===== config.mk =====
export PLATFORM = sky130hd
export DESIGN_NAME = filter_seq_flat
export DESIGN_NICKNAME = d
export VERILOG_FILES = /design/src/rtl/filter_pkg.sv /design/src/rtl/filter_seq_if.sv /design/src/rtl/filter_seq_mac.sv /design/src/rtl/filter_seq.sv /design/src/flat_wrapper.sv
export SDC_FILE = /design/constraint.sdc
export NUM_CORES = 1
export LEC_CHECK = 0
export ABC_AREA = 1
export CORE_MARGIN = 2
export CORE_UTILIZATION = 60
export CTS_BUF_LIST = sky130_fd_sc_hd__clkbuf_16
export CTS_CLUSTER_DIAMETER = 80
export DETAILED_ROUTE_END_ITERATION = 8
export PLACE_DENSITY_LB_ADDON = 0.1
export SLEW_MARGIN = 10
export SYNTH_ARGS = -nofsm -noshare
export SYNTH_HDL_FRONTEND = slang
export SYNTH_SLANG_ARGS = --single-unit

===== constraint.sdc =====
create_clock -name clk_i -period 13.6 [get_ports clk_i]
set_input_delay 4.08 -clock clk_i [delete_from_list [all_inputs] [get_ports clk_i]]
set_output_delay 4.08 -clock clk_i [all_outputs]
set_load 0.05 [all_outputs]

===== src/rtl/filter_pkg.sv =====
// Shared types and helpers for the sequential convolution filter.
// FILTER_SATURATE_EN selects clamping accumulation in filter_seq; the
// sat_add helper below is only called in that build.
package filter_pkg;

    typedef enum logic [1:0] {
        IDLE  = 2'd0,
        ACCUM = 2'd1,
        DONE  = 2'd2
    } filter_state_e;

    // Widest accumulator the saturating helper supports.
    localparam int SatMaxWidth = 64;

    typedef struct packed {
        logic signed [SatMaxWidth-1:0] sum;
        logic                          clamp;
    } sat_res_t;

    // Adds two sign-extended operands and clamps the result to a signed
    // range of 'width' bits; clamp reports that the range was exceeded.
    function automatic sat_res_t sat_add(input logic signed [SatMaxWidth-1:0] a,
                                         input logic signed [SatMaxWidth-1:0] b,
                                         input int unsigned                   width);
        logic signed [SatMaxWidth:0] s;
        logic signed [SatMaxWidth:0] hi;
        logic signed [SatMaxWidth:0] lo;
        sat_res_t r;
        s  = {a[SatMaxWidth-1], a} + {b[SatMaxWidth-1], b};
        hi = ((SatMaxWidth+1)'(1) << (width - 1)) - (SatMaxWidth+1)'(1);
        lo = -hi - (SatMaxWidth+1)'(1);
        r.sum   = s[SatMaxWidth-1:0];
        r.clamp = 1'b0;
        if (s > hi) begin
            r.sum   = hi[SatMaxWidth-1:0];
            r.clamp = 1'b1;
        end else if (s < lo) begin
            r.sum   = lo[SatMaxWidth-1:0];
            r.clamp = 1'b1;
        end
        return r;
    endfunction

endpackage


===== src/rtl/filter_seq_if.sv =====
// Window-in / result-out bus of filter_seq.
// Handshake: a transfer happens on a rising clock edge where valid and ready
// are both high; valid never waits for ready, ready may depend on the
// downstream ready but never on valid, and the sender holds its payload
// stable while valid is high and ready is low.
// state_o exposes the filter FSM state for observation.
interface filter_seq_if #(
    parameter int WidthIn     = 1,
    parameter int WidthOut    = 32,
    parameter int KernelWidth = 3,
    parameter int WeightWidth = 2,
    parameter int InChannels  = 1,
    parameter int OutChannels = 1
) ();
    import filter_pkg::*;

    localparam int KernelArea = KernelWidth * KernelWidth;

    logic                                                                valid_i;
    logic                                                                ready_o;
    logic [InChannels-1:0][KernelArea-1:0][WidthIn-1:0]                  windows_i;
    logic signed [OutChannels-1:0][InChannels-1:0][KernelArea-1:0][WeightWidth-1:0] weights_i;
    logic                                                                valid_o;
    logic                                                                ready_i;
    logic signed [OutChannels-1:0][WidthOut-1:0]                         data_o;
    logic                                                                sat_o;
    filter_state_e                                                       state_o;

    modport slave (
        input  valid_i, windows_i, weights_i, ready_i,
        output ready_o, valid_o, data_o, sat_o, state_o
    );

    modport master (
        output valid_i, windows_i, weights_i, ready_i,
        input  ready_o, valid_o, data_o, sat_o, state_o
    );

endinterface


===== src/rtl/filter_seq_mac.sv =====
// One kernel-area multiply-accumulate: zero-extended pixels times signed
// weights, summed modulo 2^WidthOut.
module filter_seq_mac #(
    parameter int WidthIn     = 1,
    parameter int WidthOut    = 32,
    parameter int KernelArea  = 9,
    parameter int WeightWidth = 2
) (
    input  logic [KernelArea-1:0][WidthIn-1:0]     window_i,
    input  logic [KernelArea-1:0][WeightWidth-1:0] weights_i,
    output logic signed [WidthOut-1:0]             sum_o
);

    // Extra bit keeps the zero-extended pixel positive in the signed product.
    localparam int ProdW = WidthIn + 1 + WeightWidth;

    logic signed [ProdW-1:0]    prod;
    logic signed [WidthOut-1:0] acc;

    // Dot product of one window channel with one filter channel.
    always_comb begin
        prod = '0;
        acc  = '0;
        for (int k = 0; k < KernelArea; k++) begin
            prod = ProdW'($signed({1'b0, window_i[k]})) * ProdW'($signed(weights_i[k]));
            acc  = acc + WidthOut'(prod);
        end
    end

    assign sum_o = acc;

endmodule


===== src/rtl/filter_seq.sv =====
// Sequential multi-output-channel convolution filter. One window is accepted
// per transaction; input channels are accumulated one per cycle for all
// output filters in parallel, then the result is held until handed off.
// Optional feature macro: FILTER_SATURATE_EN (clamping accumulation, sat_o).
module filter_seq
    import filter_pkg::*;
#(
    parameter int WidthIn     = 1,
    parameter int WidthOut    = 32,
    parameter int KernelWidth = 3,
    parameter int WeightWidth = 2,
    parameter int InChannels  = 1,
    parameter int OutChannels = 1
) (
    input  logic         clk_i,
    input  logic         rst_i,
    filter_seq_if.slave  bus
);

    localparam int KernelArea = KernelWidth * KernelWidth;
    localparam int ChW        = (InChannels > 1) ? $clog2(InChannels) : 1;

    filter_state_e state_q, state_d;
    logic [ChW-1:0] ch_q, ch_d;
    logic [InChannels-1:0][KernelArea-1:0][WidthIn-1:0] window_q, window_d;
    logic signed [WidthOut-1:0] acc_q  [OutChannels];
    logic signed [WidthOut-1:0] acc_d  [OutChannels];
    logic signed [WidthOut-1:0] data_q [OutChannels];
    logic signed [WidthOut-1:0] data_d [OutChannels];
    logic signed [WidthOut-1:0] partial [OutChannels];

    logic ready;
    logic start;
    logic last_ch;

`ifdef FILTER_SATURATE_EN
    // sat_run collects clamp events of the running transaction; sat_q is the
    // flag published alongside the finished result.
    logic     sat_run_q, sat_run_d;
    logic     sat_q, sat_d;
    sat_res_t sat_r;
`endif

    // One MAC per output filter; the channel counter steers which window
    // channel and which weight slice are presented this cycle. Weights are
    // taken live from the bus, the window from the captured copy.
    for (genvar oc = 0; oc < OutChannels; oc++) begin : g_mac
        filter_seq_mac #(
            .WidthIn     (WidthIn),
            .WidthOut    (WidthOut),
            .KernelArea  (KernelArea),
            .WeightWidth (WeightWidth)
        ) u_mac (
            .window_i  (window_q[ch_q]),
            .weights_i (bus.weights_i[oc][ch_q]),
            .sum_o     (partial[oc])
        );
    end

    // Ready is purely state/downstream based so it never loops through valid.
    always_comb begin
        ready   = (state_q == IDLE) || ((state_q == DONE) && bus.ready_i);
        start   = bus.valid_i && ready;
        last_ch = (ch_q == ChW'(InChannels - 1));
    end

    // Next-state and datapath: accumulate in ACCUM, publish on the last channel.
    always_comb begin
        state_d  = state_q;
        ch_d     = ch_q;
        window_d = window_q;
        acc_d    = acc_q;
        data_d   = data_q;
`ifdef FILTER_SATURATE_EN
        sat_run_d = sat_run_q;
        sat_d     = sat_q;
        sat_r     = '0;
`endif
        case (state_q)
            IDLE: begin
                state_d = IDLE;
            end
            ACCUM: begin
                for (int oc = 0; oc < OutChannels; oc++) begin
`ifdef FILTER_SATURATE_EN
                    sat_r     = sat_add(SatMaxWidth'(acc_q[oc]), SatMaxWidth'(partial[oc]), WidthOut);
                    acc_d[oc] = sat_r.sum[WidthOut-1:0];
                    sat_run_d = sat_run_d | sat_r.clamp;
`else
                    acc_d[oc] = acc_q[oc] + partial[oc];
`endif
                end
                ch_d = ch_q + 1'b1;
                if (last_ch) begin
                    state_d = DONE;
                    ch_d    = '0;
                    data_d  = acc_d;
`ifdef FILTER_SATURATE_EN
                    sat_d   = sat_run_d;
`endif
                end
            end
            DONE: begin
                if (bus.ready_i) begin
                    state_d = IDLE;
                end
            end
            default: begin
                state_d = IDLE;
            end
        endcase
        // A new window (from IDLE, or back-to-back out of DONE) restarts the
        // accumulation from a clean slate.
        if (start) begin
            state_d  = ACCUM;
            ch_d     = '0;
            window_d = bus.windows_i;
            for (int oc = 0; oc < OutChannels; oc++) begin
                acc_d[oc] = '0;
            end
`ifdef FILTER_SATURATE_EN
            sat_run_d = 1'b0;
`endif
        end
    end

    // State and datapath registers; reset discards any transaction in flight.
    always_ff @(posedge clk_i or posedge rst_i) begin
        if (rst_i) begin
            state_q  <= IDLE;
            ch_q     <= '0;
            window_q <= '0;
            for (int oc = 0; oc < OutChannels; oc++) begin
                acc_q[oc]  <= '0;
                data_q[oc] <= '0;
            end
`ifdef FILTER_SATURATE_EN
            sat_run_q <= 1'b0;
            sat_q     <= 1'b0;
`endif
        end else begin
            state_q  <= state_d;
            ch_q     <= ch_d;
            window_q <= window_d;
            for (int oc = 0; oc < OutChannels; oc++) begin
                acc_q[oc]  <= acc_d[oc];
                data_q[oc] <= data_d[oc];
            end
`ifdef FILTER_SATURATE_EN
            sat_run_q <= sat_run_d;
            sat_q     <= sat_d;
`endif
        end
    end

    // Outputs only ever show completed results held in data_q.
    always_comb begin
        bus.ready_o = ready;
        bus.valid_o = (state_q == DONE);
        bus.state_o = state_q;
        bus.data_o  = '0;
        for (int oc = 0; oc < OutChannels; oc++) begin
            bus.data_o[oc] = data_q[oc];
        end
`ifdef FILTER_SATURATE_EN
        bus.sat_o = sat_q;
`else
        bus.sat_o = 1'b0;
`endif
    end

endmodule


===== src/flat_wrapper.sv =====
// flat-port wrapper written by rule: the top's interface ports become plain ports
module filter_seq_flat import filter_pkg::*;
#(
    parameter int WidthIn     = 1,
    parameter int WidthOut    = 32,
    parameter int KernelWidth = 3,
    parameter int WeightWidth = 2,
    parameter int InChannels  = 1,
    parameter int OutChannels = 1
)
  (clk_i, rst_i, bus_valid_i, bus_windows_i, bus_weights_i, bus_ready_i, bus_ready_o, bus_valid_o, bus_data_o, bus_sat_o, bus_state_o);
  filter_seq_if #(.WidthIn(WidthIn), .WidthOut(WidthOut), .KernelWidth(KernelWidth), .WeightWidth(WeightWidth), .InChannels(InChannels), .OutChannels(OutChannels)) bus_i ();
  input  logic clk_i;
  input  logic rst_i;
  input wire logic [$bits(bus_i.valid_i)-1:0] bus_valid_i;
  input wire logic [$bits(bus_i.windows_i)-1:0] bus_windows_i;
  input wire logic [$bits(bus_i.weights_i)-1:0] bus_weights_i;
  input wire logic [$bits(bus_i.ready_i)-1:0] bus_ready_i;
  output wire logic [$bits(bus_i.ready_o)-1:0] bus_ready_o;
  output wire logic [$bits(bus_i.valid_o)-1:0] bus_valid_o;
  output wire logic [$bits(bus_i.data_o)-1:0] bus_data_o;
  output wire logic [$bits(bus_i.sat_o)-1:0] bus_sat_o;
  output wire logic [$bits(bus_i.state_o)-1:0] bus_state_o;
  assign bus_i.valid_i = bus_valid_i;
  assign bus_i.windows_i = bus_windows_i;
  assign bus_i.weights_i = bus_weights_i;
  assign bus_i.ready_i = bus_ready_i;
  assign bus_ready_o = bus_i.ready_o;
  assign bus_valid_o = bus_i.valid_o;
  assign bus_data_o = bus_i.data_o;
  assign bus_sat_o = bus_i.sat_o;
  assign bus_state_o = bus_i.state_o;
  filter_seq #(.WidthIn(WidthIn), .WidthOut(WidthOut), .KernelWidth(KernelWidth), .WeightWidth(WeightWidth), .InChannels(InChannels), .OutChannels(OutChannels)) u_core (.clk_i(clk_i), .rst_i(rst_i), .bus(bus_i));
endmodule

# Word level (Yosys, flattened, before mapping)
# Index checks and enable logic that the tools add are counted.
# W data, S select, Z words.
[totals]
regBits = 76
input_bits = 31
output_inout_bits = 37
elab_cells = 56
[op_classes]
addsub = 10
multipliers = 9
n_lt_le_gt_ge = 1
eq_ne = 4
mux = 11
bitwise = 1
n_reduce_logical = 7
[ops]
columns = ["cell", "count"]
rows = [
  ["$mux W32", 2],
  ["$mul A2 B2 Y4", 9],
  ["$add A32 B12 Y32", 1],
  ["$mux W18", 1],
  ["$add A11 B4 Y12", 1],
  ["$add A10 B4 Y11", 1],
  ["$add A9 B4 Y10", 1],
  ["$add A8 B4 Y9", 1],
  ["$mux W9", 1],
  ["$add A7 B4 Y8", 1],
  ["$add A6 B4 Y7", 1],
  ["$add A5 B4 Y6", 1],
  ["$mux W2", 3],
  ["$add A4 B4 Y5", 1],
  ["$pmux W2 S2", 1],
  ["$reduce_and A2 Y1", 2],
  ["$mux W1", 3],
  ["$ne A3 B2 Y1 const B", 1],
  ["$ne A3 B3 Y1 const B", 1],
  ["$eq A2 B1 Y1 const B", 1],
  ["$eq A2 B2 Y1 const B", 1],
  ["$logic_and A1 B1 Y1", 2],
  ["$logic_not A2 Y1", 1],
  ["$reduce_bool A2 Y1", 1],
  ["4 further kinds", 4],
]

# Logic depth before layout (Yosys ltp)
[depth]
word_depth = 14
mapped_depth = 27
ltp_nobuf = 27

# Cells and area by module
# From an unflattened synthesis, not the netlist that was laid out.
[hier_totals]
cells_unflattened = 1109
hier_area_um2 = 7654.8
[modules_own_cells]
columns = ["module", "n_inst", "cells_per_inst", "area_per_inst_um2", "seq_area_each_um2"]
rows = [
  ["filter_seq", 1, 773, 5059.9, 1876.8],
  ["filter_seq_mac", 1, 336, 2595.0, 0.0],
]

# Worst setup path before layout
# OpenSTA, ideal clock, no wires.
[synth_path]
path_type = "input to register"
start = "input port bus_weights_i[15]"
end = "register u_core.acc_q[28] (netlist name)"
setup_time_ns = 0.119
t_arrival_ns = 8.824
required_time_ns = 13.481
slack_ns = 4.657
stages = 21
n_path_buf = 0
cell_sequence = "ha_1 ha_1 inv_1 fa_1 fa_1 inv_1 fa_1 inv_1 fa_1 inv_1 ha_1 nand2_1 nor2_2 inv_1 nor2_4 and3_1 nand2_1 nand2_1 nand2_1 nand3_1 nand2_1"
[synth_between]
elab_chain_len = 7
[synth_rtl]
columns = ["item", "line", "source"]
rows = [
  ["start: declaration", "flat_wrapper.sv:17", "input wire logic [$bits(bus_i.weights_i)-1:0] bus_weights_i;"],
  ["$mux W18 (not written as such)", "filter_seq.sv:55", ".weights_i (bus.weights_i[oc][ch_q]),"],
  ["$mul A2 B2 Y4", "filter_seq_mac.sv:25", "prod = ProdW'($signed({1'b0, window_i[k]})) * ProdW'($signed(weights_i[k]));"],
  ["$add A10 B4 Y11", "filter_seq_mac.sv:26", "acc = acc + WidthOut'(prod);"],
  ["$add A11 B4 Y12", "filter_seq_mac.sv:26", ""],
  ["$add A32 B12 Y32", "filter_seq.sv:90", "acc_d[oc] = acc_q[oc] + partial[oc];"],
  ["$mux W32", "filter_seq.sv:79", "case (state_q)"],
  ["$mux W32", "filter_seq.sv:114", "if (start) begin"],
  ["end signal: indexed assignment", "filter_seq.sv:146", "acc_q[oc] <= acc_d[oc];"],
  ["end: declaration", "filter_seq.sv:26", "logic signed [WidthOut-1:0] acc_q [OutChannels];"],
]
# Every way passes these cells. The select of a mux whose other input is x is not followed.
# A chain may end at the register's enable or synchronous reset.

# Worst setup path in the final report
[layout_path]
start = "input port bus_weights_i[15]"
end = "register u_core.data_q (netlist bit u_core.bus.data_o[26])"
[layout_between]
elab_chain_len = 5
[layout_rtl]
columns = ["item", "line", "source"]
rows = [
  ["$mux W18 (not written as such)", "filter_seq.sv:55", ""],
  ["$mul A2 B2 Y4", "filter_seq_mac.sv:25", ""],
  ["$add A10 B4 Y11", "filter_seq_mac.sv:26", ""],
  ["$add A11 B4 Y12", "filter_seq_mac.sv:26", ""],
  ["$add A32 B12 Y32", "filter_seq.sv:90", ""],
  ["end signal: indexed assignment", "filter_seq.sv:147", "data_q[oc] <= data_d[oc];"],
  ["end: declaration", "filter_seq.sv:28", "logic signed [WidthOut-1:0] data_q [OutChannels];"],
]
# Every way passes these cells. The select of a mux whose other input is x is not followed.

==> metrics <==
Post-Synth Simple-Gate Area=0.247; Synth Register Bits=75; drt wl/cell=14.5 um; Synth Net Count=1425; Residual DRC=0; post-synthesis async set-or-reset flop share=1.00; vias per cell=5.01; critical path startpoint=bus_weights_i[15]; Total GRT Usage=0.287; setup repair bufs after CTS=0; post-CTS sizing=0; Reg2Reg Launch Point=u_core.window_q[0]; Final Setup Violations=0; Final GP Congestion=1.03; Max Slew Vio Count=0; initial DRC count=460; largest net degree at the start of global routing=76; Final Cell Area=between 0.01 and 0.015 sq mm; post-route ant nets=0; startpoint types=input port; crit-path max FO=18; Port Buffers=66; dpl hpwl=16800 um; Netlist cell types=32; TritonCTS clock tree=built; IO Count=68; commonest non-fill, non-tap cell in the layout=nand2_1; Worst Path Arrival=10.30 ns; core area=0.0146 sq mm; Post-Synthesis Cells=1196; placed inst area=0.00990 sq mm; CP required=13.82 ns; Clk Latency, worst-skew pair=0.35 ns; outcome=complete, no violations; chip height=about 130 um; diodes inserted=0; Post-CTS Hold Buffers=0; share of layout cells above drive strength 1=0.0489; Max Root-Sink Buffers=2; multi-input logic area=0.00590 sq mm; RSZ-0062 raised after global routing=false; post-synth top area share=0.259; max_slew headroom=0.190; gr busiest metal=met2; maximum clock frequency=about 99 MHz; Synth area leader=fa_1; Pre-antenna DRT Iters=7; Yosys warnings=0; post-synthesis mux area share=0; clk slew on worst S/H paths=0.06 ns; critical path capture point type=flop; first-pass GRT wire length=36000 um; Mapped Avg Cell Area=between 7 and 8 sq um; Tcrit/Tclk final=0.741; Mapped Area=0.00903 sq mm; prevailing post-synth register cell=dfrtp_1; Max-Cap Viols=0; EDFF count, synth=0; met1 global-route usage=0.383; most frequent cells in the layout=383 x nand2_1, 313 x inv_1, 117 x fa_1, 81 x ha_1, 75 x dfrtp_1; # rows=44; Adder-Cell Fraction of Synth Area=0.372; GRT overflow=0; worst slew pin tran=approximately 1.2 ns; grt met2 use=0.490; Synth Area in Compound Gates=0.0313; initial antenna violation count=0; Worst Clk Skew=0.00870 ns; DRT Wirelength=21100 um; final-layout fill cell count=about 1300; root buffer cell=clkbuf_16; die area=0.0161 sq mm; Hold Path Origin=u_core.bus.data_o[6]; Initial Util=0.617; cts bufs inserted=9; GR Util met3=0.0358; H-tree Lvls=3; final setup TNS=0 ns; fin crit period=10.08 ns; synth top area cells=fa_1 26%, dfrtp_1 21%, nand2_1 16%; sequential cell area=0.00188 sq mm; post-synthesis sequential area ratio=0.208; Hold Crit Class=flop to flop; dominant combinational cell family by area after synthesis=adder cells; vias in the first global route=about 7400; Final nets=~1500; Via Count=7273; Worst Setup Path Type=input port to flop; P&R area growth vs syn=12.7%; Clock Sinks=75; Hold Vio Cnt, Final=0; Die X=127 um; Synth Area in XOR/XNOR=0.00291
==> worst paths after layout <==
| kind | end | slack [ns] | depth (start not counted) |
|---|---|---|---|
| min in group asynchronous | u_core.window_q[4] | 4.30 | 3 |
| min reg2reg | u_core.bus.data_o[6] | 0.47 | 2 |
| max | u_core.bus.data_o[26] | 3.52 | 21 |
| max in group asynchronous | u_core.acc_q[3] | 8.61 | 3 |
| min | u_core.bus.data_o[6] | 0.47 | 2 |
| max reg2reg | u_core.acc_q[25] | 8.10 | 24 |
==> critical path: stages <==
cell and delay, ns:
clkdlybuf4s50_1 0.42, ha_1 0.35, ha_1 0.32, inv_1 0.06
fa_1 0.50, fa_1 1.06, inv_1 0.70, fa_1 0.72
inv_1 0.06, fa_1 0.52, inv_1 0.04, ha_1 0.36
nand2_1 0.15, nor2_1 0.22, nand2_1 0.11, nor3_1 0.14
nand2_1 0.11, nand3_1 0.08, nand2_1 0.05, nand3_1 0.15
nand2_1 0.08
==> registers in the layout (all words and copies together) (netlist names) <==
signal / cells
u_core.bus.state_o: 2
u_core.acc_q: 32
u_core.window_q: 9
u_core.bus.data_o: 32
==> through the flow <==
stage / std cells / hold slack, ns / util / setup slack [ns]
detailed placement: 1437 / 0.466 / 0.676 / 3.25
floorplan: 1196 / 0.448 / - / 4.66
global placement: 1437 / 0.455 / 0.676 / 3.33
finish: 1452 / 0.474 / 0.695 / 3.52
CTS: 1452 / 0.481 / 0.695 / 3.58
global route: 1452 / 0.498 / 0.695 / 3.19
==> cells in the mapped netlist, drive strengths merged (8+ instances only) <==
| library cell | n |
|---|---|
| buf | 10 |
| ha | 81 |
| inv | 315 |
| a21oi | 33 |
| nand4 | 8 |
| fa | 117 |
| nor2 | 58 |
| or2 | 19 |
| o21ai | 16 |
| nand3 | 50 |
| dfrtp | 75 |
| nand2 | 388 |
==> logic make-up (layout without fill, tap and decap cells) <==
group                    after synthesis  in the layout
AO/OA/AOI/OAI                         54             54
XOR/XNOR                               3              3
adder cells (fa/ha/maj)              198            198
buffers and inverters                331            403
flip-flops                            75             75
other                                  1              1
AND/OR/NAND/NOR                      534            534
==> routing by layer <==
metal	part of all wire	up-vias
met5	0	-
met4	0.028	0
met3	0.046	32
met2	0.48	179
met1	0.44	3437
li1	-	3625
==> area by class of cell <==
| cell class | count | area share |
|---|---|---|
| multi-input cells | 790 | 0.579 |
| inverters | 316 | 0.117 |
| repair buffers | 72 | 0.0693 |
| clock inverters | 6 | 0.00565 |
| clock buffers | 9 | 0.0221 |
| flip-flops and latches | 75 | 0.184 |
| well taps | 184 | 0.0226 |
Power is left out: the tool's default activity adds up to more than one toggle a clock period on the data nets, which glitch-free logic cannot reach.
